## config.mk

```make
export PLATFORM = sky130hd
export DESIGN_NAME = pr_fetch_sequencer
export DESIGN_NICKNAME = d
export VERILOG_FILES = /design/src/rtl/pr_fetch_sequencer.sv
export SDC_FILE = /design/constraint.sdc
export NUM_CORES = 1
export LEC_CHECK = 0
export BUFFER_PORTS_ARGS = -buffer_cell sky130_fd_sc_hd__buf_4
export CAP_MARGIN = 25
export CORE_AREA = 2 2 475 477
export DETAILED_ROUTE_END_ITERATION = 7
export DIE_AREA = 0 0 477 479
export PLACE_DENSITY = 0.3
export RECOVER_POWER = 100
export SLEW_MARGIN = 20
export SYNTH_ARGS = -nofsm -noshare
export SYNTH_HDL_FRONTEND = slang
export SYNTH_SLANG_ARGS = --single-unit
```

## constraint.sdc

```tcl
create_clock -name clk -period 5.05 [get_ports clk]
set_input_delay 0.7575 -clock clk [delete_from_list [all_inputs] [get_ports clk]]
set_output_delay 0.7575 -clock clk [all_outputs]
set_load 0.02 [all_outputs]
```

## src/rtl/pr_fetch_sequencer.sv

```systemverilog
// pr_fetch_sequencer: credit-limited line fetcher that streams an element array into a line buffer.
// Define PR_FETCH_PERF_EN to add busy/credit-stall/full-stall performance counters.
module pr_fetch_sequencer #(
    parameter int FULL_WIDTH = 512,
    parameter int WIDTH      = 64,
    parameter int LOG_DEPTH  = 4,
    parameter int ADDR_WIDTH = 64
) (
    input  logic                  clk,
    input  logic                  rst_n,
    input  logic                  i_start,
    input  logic [ADDR_WIDTH-1:0] i_base_addr,
    input  logic [31:0]           i_elem_count,
    output logic                  o_busy,
    output logic                  o_done,
    output logic                  o_rd_req_valid,
    input  logic                  i_rd_req_ready,
    output logic [ADDR_WIDTH-1:0] o_rd_req_addr,
    input  logic                  i_rd_rsp_valid,
    output logic                  o_rd_rsp_ready,
    input  logic [FULL_WIDTH-1:0] i_rd_rsp_data,
    output logic                  o_buf_wrreq,
    output logic [FULL_WIDTH-1:0] o_buf_wdata,
    output logic                  o_buf_last,
    output logic [7:0]            o_buf_bounds,
    input  logic                  i_buf_full,
    input  logic                  i_line_free
`ifdef PR_FETCH_PERF_EN
    ,
    output logic [31:0]           o_perf_cycles,
    output logic [31:0]           o_perf_credit_stall,
    output logic [31:0]           o_perf_full_stall
`endif
);
    localparam int unsigned MAX_ELEMS = FULL_WIDTH / WIDTH;
    localparam int unsigned LINE_BYTES = FULL_WIDTH / 8;
    localparam logic [LOG_DEPTH:0] DEPTH = {1'b1, {LOG_DEPTH{1'b0}}};

    typedef enum logic [1:0] {IDLE, ISSUE, DRAIN} state_t;

    state_t             r_state;
    logic [31:0]        r_total;
    logic [7:0]         r_tail;
    logic [31:0]        r_req_cnt;
    logic [31:0]        r_rsp_cnt;
    logic [LOG_DEPTH:0] r_credits;

    logic               w_req_hs;
    logic               w_free;
    logic [LOG_DEPTH:0] w_credits_nx;
    logic [31:0]        w_req_cnt_nx;
    logic               w_final;
    logic [32:0]        w_sum;
    logic [31:0]        w_total;
    logic [31:0]        w_rem;
    logic [7:0]         w_tail;

    assign w_sum   = {1'b0, i_elem_count} + 33'(MAX_ELEMS - 1);
    assign w_total = 32'(w_sum / 33'(MAX_ELEMS));
    assign w_rem   = i_elem_count % MAX_ELEMS;
    assign w_tail  = (w_rem == 32'd0) ? 8'(MAX_ELEMS) : w_rem[7:0];

    // A line_free alongside a new request cancels out, even at zero credits.
    assign w_req_hs     = o_rd_req_valid & i_rd_req_ready;
    assign w_free       = i_line_free & ((r_credits != '0) | w_req_hs);
    assign w_credits_nx = r_credits + {{LOG_DEPTH{1'b0}}, w_req_hs} - {{LOG_DEPTH{1'b0}}, w_free};
    assign w_req_cnt_nx = r_req_cnt + 32'(w_req_hs);

    assign o_rd_rsp_ready = ~i_buf_full;
    assign o_buf_wrreq    = i_rd_rsp_valid & ~i_buf_full & o_busy;
    assign o_buf_wdata    = i_rd_rsp_data;
    assign w_final        = o_buf_wrreq & (r_rsp_cnt == r_total - 32'd1);
    assign o_buf_last     = w_final;
    assign o_buf_bounds   = w_final ? r_tail : (o_busy ? 8'(MAX_ELEMS) : 8'd0);

    always_ff @(posedge clk or negedge rst_n) begin
        if (!rst_n) begin
            r_state        <= IDLE;
            r_total        <= '0;
            r_tail         <= '0;
            r_req_cnt      <= '0;
            r_rsp_cnt      <= '0;
            r_credits      <= '0;
            o_busy         <= 1'b0;
            o_done         <= 1'b0;
            o_rd_req_valid <= 1'b0;
            o_rd_req_addr  <= '0;
        end else begin
            o_done    <= 1'b0;
            r_credits <= w_credits_nx;
            if (r_state == IDLE) begin
                if (i_start && i_elem_count == 32'd0) begin
                    o_done <= 1'b1;
                end else if (i_start) begin
                    r_state        <= ISSUE;
                    r_total        <= w_total;
                    r_tail         <= w_tail;
                    r_req_cnt      <= '0;
                    r_rsp_cnt      <= '0;
                    o_busy         <= 1'b1;
                    o_rd_req_addr  <= i_base_addr;
                    o_rd_req_valid <= w_credits_nx < DEPTH;
                end
            end else begin
                if (w_req_hs) begin
                    r_req_cnt     <= w_req_cnt_nx;
                    o_rd_req_addr <= o_rd_req_addr + ADDR_WIDTH'(LINE_BYTES);
                end
                if (o_buf_wrreq)
                    r_rsp_cnt <= r_rsp_cnt + 32'd1;
                if (w_final) begin
                    r_state        <= IDLE;
                    o_busy         <= 1'b0;
                    o_done         <= 1'b1;
                    o_rd_req_valid <= 1'b0;
                end else if (r_state == ISSUE) begin
                    o_rd_req_valid <= (w_req_cnt_nx < r_total) && (w_credits_nx < DEPTH);
                    if (w_req_cnt_nx == r_total)
                        r_state <= DRAIN;
                end
            end
        end
    end

`ifdef PR_FETCH_PERF_EN
    always_ff @(posedge clk or negedge rst_n) begin
        if (!rst_n) begin
            o_perf_cycles       <= '0;
            o_perf_credit_stall <= '0;
            o_perf_full_stall   <= '0;
        end else if (r_state == IDLE && i_start) begin
            o_perf_cycles       <= '0;
            o_perf_credit_stall <= '0;
            o_perf_full_stall   <= '0;
        end else if (o_busy) begin
            o_perf_cycles <= o_perf_cycles + 32'd1;
            if (r_state == ISSUE && r_req_cnt < r_total && r_credits == DEPTH)
                o_perf_credit_stall <= o_perf_credit_stall + 32'd1;
            if (i_rd_rsp_valid && i_buf_full)
                o_perf_full_stall <= o_perf_full_stall + 32'd1;
        end
    end
`endif

endmodule

```

After elaboration in Yosys (flattened, before gate mapping) --
Index checks and enable logic that the tools add are counted.
Cells by class: add/sub/neg operators 7, $lt $le $gt $ge 2, eq/ne operators 5, multiplexer cells 31, bitwise operators 8, reduce and logical (&&, ||, !) cells 17
Operators with widths (number):
- $mux 64 | 4
- $mux 32 | 6
- $add 64x7->64 const B | 1
- $logic_not 32->1 | 2
- $add 32x3->33 const B | 1
- $add 32x1->32 | 1
- $add 32x1->32 const B | 1
- $eq 32x30->1 | 1
- $eq 32x32->1 | 1
- $lt 32x30->1 | 1
- $sub 30x1->31 const B | 1
- $reduce_and 3->1 | 5
- $mux 1 | 12
- $mux 2 | 6
- $mux 4 | 2
- $mux 8 | 1
- $reduce_bool 2->1 | 3
- $reduce_bool 3->1 | 2
- $add 5x1->5 | 1
- $and 1x1->1 | 5
- $lt 5x5->1 const B | 1
- $reduce_bool 5->1 | 1
- $sub 5x1->5 | 1
- $ne 2x2->1 const B | 2
- other kinds (6) | 8
Storage, ports and cells: flip-flop bits (word level) 176, input bits 615, output and inout port bits 590

Longest topological paths before layout --
depth in word-level cells 9, mapped depth 20, depth with buffers taken out 19

Worst setup path after synthesis --
Ideal clock, no wire load.
path kind input-to-reg, from in i_rd_req_ready, to reg o_rd_req_valid, data arrival time 4404 ps, required time 4927 ps, path slack 522 ps, stages 20, cell sequence and2_1 > clkbuf_1 > ha_1 > ha_1 > nand3_1 > nor2_1 > and2_1 > and4_1 > and3_1 > xor2_1 > ha_1 > and4_1 > nand3_1 > nor4_1 > inv_1 > nor3_1 > a311oi_1 > nand4_1 > o21ai_1 > o2bb2ai_1
Between the ends: longest elaborated chain between the ends 9, elaborated cells between the ends (all ways) 14, classes of those cells add/sub: 3; order compare: 2; mux: 5; bitwise: 3; reduce/logical: 1
Ends and longest elaborated chain:
- from (decl) | RTL line 17 | input logic i_rd_req_ready,
- $and 1x1->1 * | RTL line 64 | assign w_req_hs = o_rd_req_valid & i_rd_req_ready;
- parallel branches: the longest is 7 deep, another holds $add 32x1->32
- $mux 1 * | RTL line 91 | if (r_state == IDLE) begin
- to (signal assigned) | RTL line 102 | o_rd_req_valid <= w_credits_nx < DEPTH;
- to (signal assigned) | RTL line 117 | o_rd_req_valid <= (w_req_cnt_nx < r_total) && (w_credits_nx < DEPTH);
- to (decl) | RTL line 16 | output logic o_rd_req_valid,
Every way passes the cells marked *. The select of a mux whose other input is x is not followed. A chain may end at the register's enable or synchronous reset.

Worst setup path in the final report --
from reg r_total[9], to out o_buf_bounds[3]
Between the ends: longest elaborated chain between the ends 4
Ends and longest elaborated chain:
- from (decl) | RTL line 42 | logic [31:0] r_total;
- from (signal assigned) | RTL line 96 | r_total <= w_total;
- $sub 30x1->31 | RTL line 72 | assign w_final = o_buf_wrreq & (r_rsp_cnt == r_total - 32'd1);
- $eq 32x32->1 | RTL line 72
- $and 1x1->1 | RTL line 72
- $mux 8 | RTL line 74 | assign o_buf_bounds = w_final ? r_tail : (o_busy ? 8'(MAX_ELEMS) : 8'd0);
- to (decl) | RTL line 25 | output logic [7:0] o_buf_bounds,
Every way passes these cells.

==> results.json <==
{
  "outcome": "finished with violations",
  "failed_checks": "capacitance limit, slew limit",
  "critPathLaunchType": "flop",
  "yosysUniqueCellTypes": 68,
  "period_share_pct": 95.89,
  "setup_viol": 0,
  "groute.usage.overall_pct": 8.325,
  "worstMarginPinSlew_ps": 3702,
  "r2r_start": "o_rd_req_valid$_DFFE_PN0P_",
  "hold_depth": 3,
  "stdcell_area_mm2": 0.01711,
  "fin_setup_tns_ps": 0,
  "path_max_fanout": 7,
  "drive_gt1_share_pct": 12.64,
  "max_freq_mhz": 206.5,
  "synth_edf_count": 0,
  "yosys-top-cells-area": "dfrtp_1 28%, buf_4 25%, nand2_1 5.8%",
  "synth_xor_area_share_pct": 6.921,
  "seq_area_frac_synth_pct": 27.88,
  "cp.arrival_ps": 4080,
  "synthCells": 1975,
  "antenna_found_initial": 3,
  "holdBufCountCts": 0,
  "grt_pass1_wl_mm": 126.9,
  "die-area_mm2": 0.2285,
  "required_ps": 4290,
  "final_cells": 4633,
  "cp-end-kind": "primary output",
  "area_growth_pct": 10.81,
  "finalHoldViolations": 0,
  "vias": 12314,
  "synth_top_cell_by_area": "dfrtp_1",
  "hold_path.class": "in2reg",
  "post_drt_wl_per_cell_um": 21.05,
  "drc": 0,
  "ir_worst_vdd_mv": 0.2370,
  "r2r_setup_slack_ps": 750,
  "maxSlewViolCount": 204,
  "wl_mm": 97.52,
  "grt_pass1_vias": 12420,
  "h-tree-depth": 4,
  "path_class": "reg2out",
  "maxCapViolations": 3,
  "die_height_um": 479,
  "placed_area_mm2": 0.01666,
  "hpwl_mm": 81.12,
  "drt_pass1_iterations": 5,
  "cts_made_buffers": 17,
  "drt-initial-drc-count": 681,
  "ys.flop_type": "dfrtp_1",
  "nets": 2282,
  "yosys.area_share.simple_pct": 19.85,
  "clk_pin_slew_worst_paths_ps": 100,
  "cts_tree": "done",
  "grt_start_max_net_pins": 89,
  "clkSinkCount": 172,
  "overflow": 0,
  "yosys.area_share.adder_pct": 3.452,
  "slew-limit-headroom_pct": -146.8,
  "ant_nets": 0,
  "dp_cells": 4586,
  "syn_avg_cell_area_um2": 7.818,
  "r2r-end": "o_rd_req_valid$_DFFE_PN0P_",
  "clock_latency_ps": 530,
  "async_reset_ff_share_pct": 100.0,
  "rsz0062_at_grt": "no",
  "netlist.area_leader.share_pct": 27.88,
  "power.density_mw_per_mm2": 358.3,
  "clockBufferDepth": 2,
  "synth_mux_area_share_pct": 0.6240,
  "min_from": "i_base_addr[1]",
  "start_util_pct": 6.906,
  "whs_endpoint": "o_rd_req_addr[1]$_DFFE_PN0P_",
  "reg2reg_depth": 19,
  "fp-row-count": 174,
  "die_x_um": 477,
  "synth-seq-cells": 172,
  "p_leak_uw": 0.005949,
  "vias_per_cell": 2.658,
  "gp_congestion": 0.7508,
  "ys_warn_count": 0,
  "cts_root_buffer": "clkbuf_16",
  "synth_top_family_by_area": "buffers and inverters",
  "core_area_mm2": 0.2236,
  "netlist_area_mm2": 0.01544,
  "synth_compound_area_share_pct": 12.83,
  "numPortBuffers": 176,
  "pin_count": 1205,
  "min_period_ps": 4842,
  "fin_skew_ps": 18.06
}
[synth_stat cells, types with 3 or more instances]
cell type / count
o22ai_1: 14
a21oi_1: 94
and2_2: 3
o32ai_1: 3
or4_1: 6
nand2_1: 238
a32oi_1: 18
nor2_1: 138
and3_1: 32
o21ai_0: 132
or3_1: 14
ha_1: 41
and2_1: 11
mux2i_1: 7
dfrtp_1: 172
inv_1: 61
xnor2_1: 59
a21o_1: 5
nor3_1: 29
nor4_1: 22
a41oi_1: 3
nand3_1: 80
or2_2: 4
o31ai_1: 17
a31oi_1: 17
o21a_1: 4
buf_1: 4
xor2_1: 63
clkbuf_1: 64
nand4_1: 43
and4_1: 10
buf_4: 518
[worst max path at each step]
stage                            endpoint  slack [ps]              startpoint
3_3_place_gp   o_rd_req_valid$_DFFE_PN0P_         230          i_rd_req_ready
4_1_cts                   o_buf_bounds[3]          10  r_total[8]$_DFFE_PN0P_
3_5_place_dp   o_rd_req_valid$_DFFE_PN0P_         270          i_rd_req_ready
2_1_floorplan  o_rd_req_valid$_DFFE_PN0P_         520          i_rd_req_ready
5_1_grt                   o_buf_bounds[3]           5  r_total[1]$_DFFE_PN0P_
6_report                  o_buf_bounds[3]         210  r_total[9]$_DFFE_PN0P_
[logic make-up after synthesis]
kind of cell,count (synthesis)
buf+inv,649
simple gates,644
compound gates,336
flops,172
xor+xnor,122
fa+ha+maj,42
mux,9
other cells,1
[registers in the layout, indices dropped and copies added, names as in the netlist]
name / count
o_rd_req_valid: 1
o_done: 1
o_busy: 1
r_req_cnt: 32
r_total: 30
r_credits: 5
o_rd_req_addr: 64
r_tail: 4
r_state: 2
r_rsp_cnt: 32
[report_power, final]
| group | switching [uW] | internal (uW) |
|---|---|---|
| registers | 489 | 1690 |
| logic | 1640 | 734 |
| clock network | 878 | 696 |
| total | 3010 | 3120 |
[placed cells by master (no fill, tap or decap), drive strengths merged, types with 3 or more instances in the layout]
cell type  synthesis  layout
inv               61      71
or4                7       7
and3              32      32
nand3             80      80
o21a               4       4
xor2              63      63
a31oi             17      17
or2                4       4
conb               1       4
a21oi             94      94
clkinv             0       5
or3               14      14
o22ai             14      14
xnor2             59      59
o21ai            133     133
buf              524     138
a32oi             18      18
nand4             43      43
a21o               5       5
nor3              30      30
o32ai              3       3
diode              0       3
a41oi              3       3
nand2            238     238
mux2i              7       7
ha                41      41
nor2             138     138
and4              10      10
dfrtp            172     172
o31ai             17      17
clkbuf            64      95
and2              14      14
nor4              25      25
[stage by stage]
step                      setup WS (ps)  util [%]  power, uW  hold WS [ps]
after global routing              5.218     7.650       6667         385.4
after detailed placement          267.4     7.453       4779         460.2
after CTS                         12.93     7.767       6488         151.2
final                             207.5     7.652       6130         410.6
after global placement            231.3     7.453       4792         464.6
after floorplan                   522.3         -       3996         437.3
[repair_timing]
action,in CTS,in global routing
pin swaps,1,3
setup endpoints to repair,4,4
setup buffers,5,7
resized for setup,6,9
[cell type report]
class / instances / area, um2
clock inverter: 15 / 214.0
sequential: 172 / 4307
fill: 26272 / 206500
timing repair buffer: 216 / 1354
antenna: 3 / 7.507
clock buffer: 17 / 425.4
inverter: 61 / 229.0
multi-input combinational: 1157 / 6829
tap: 2992 / 3744
[worst max-delay path: stages (launching register included)]
cell,delay [ps]
dfrtp_2,480
or4_4,570
nor2_2,130
nand4_1,120
xnor2_1,160
or4_4,550
or4b_4,570
nor4_4,300
buf_6,190
mux2_4,300
buf_4,160
[metal layers]
metal	global-route usage (%)	wire (um)	vias up
met1	7.457	30430	5762
met3	6.257	16390	368
met5	0	0	-
met4	6.036	7230	0
met2	12.89	43480	673
li1	-	-	5511
No activity file was read; power rests on OpenSTA's default activity.
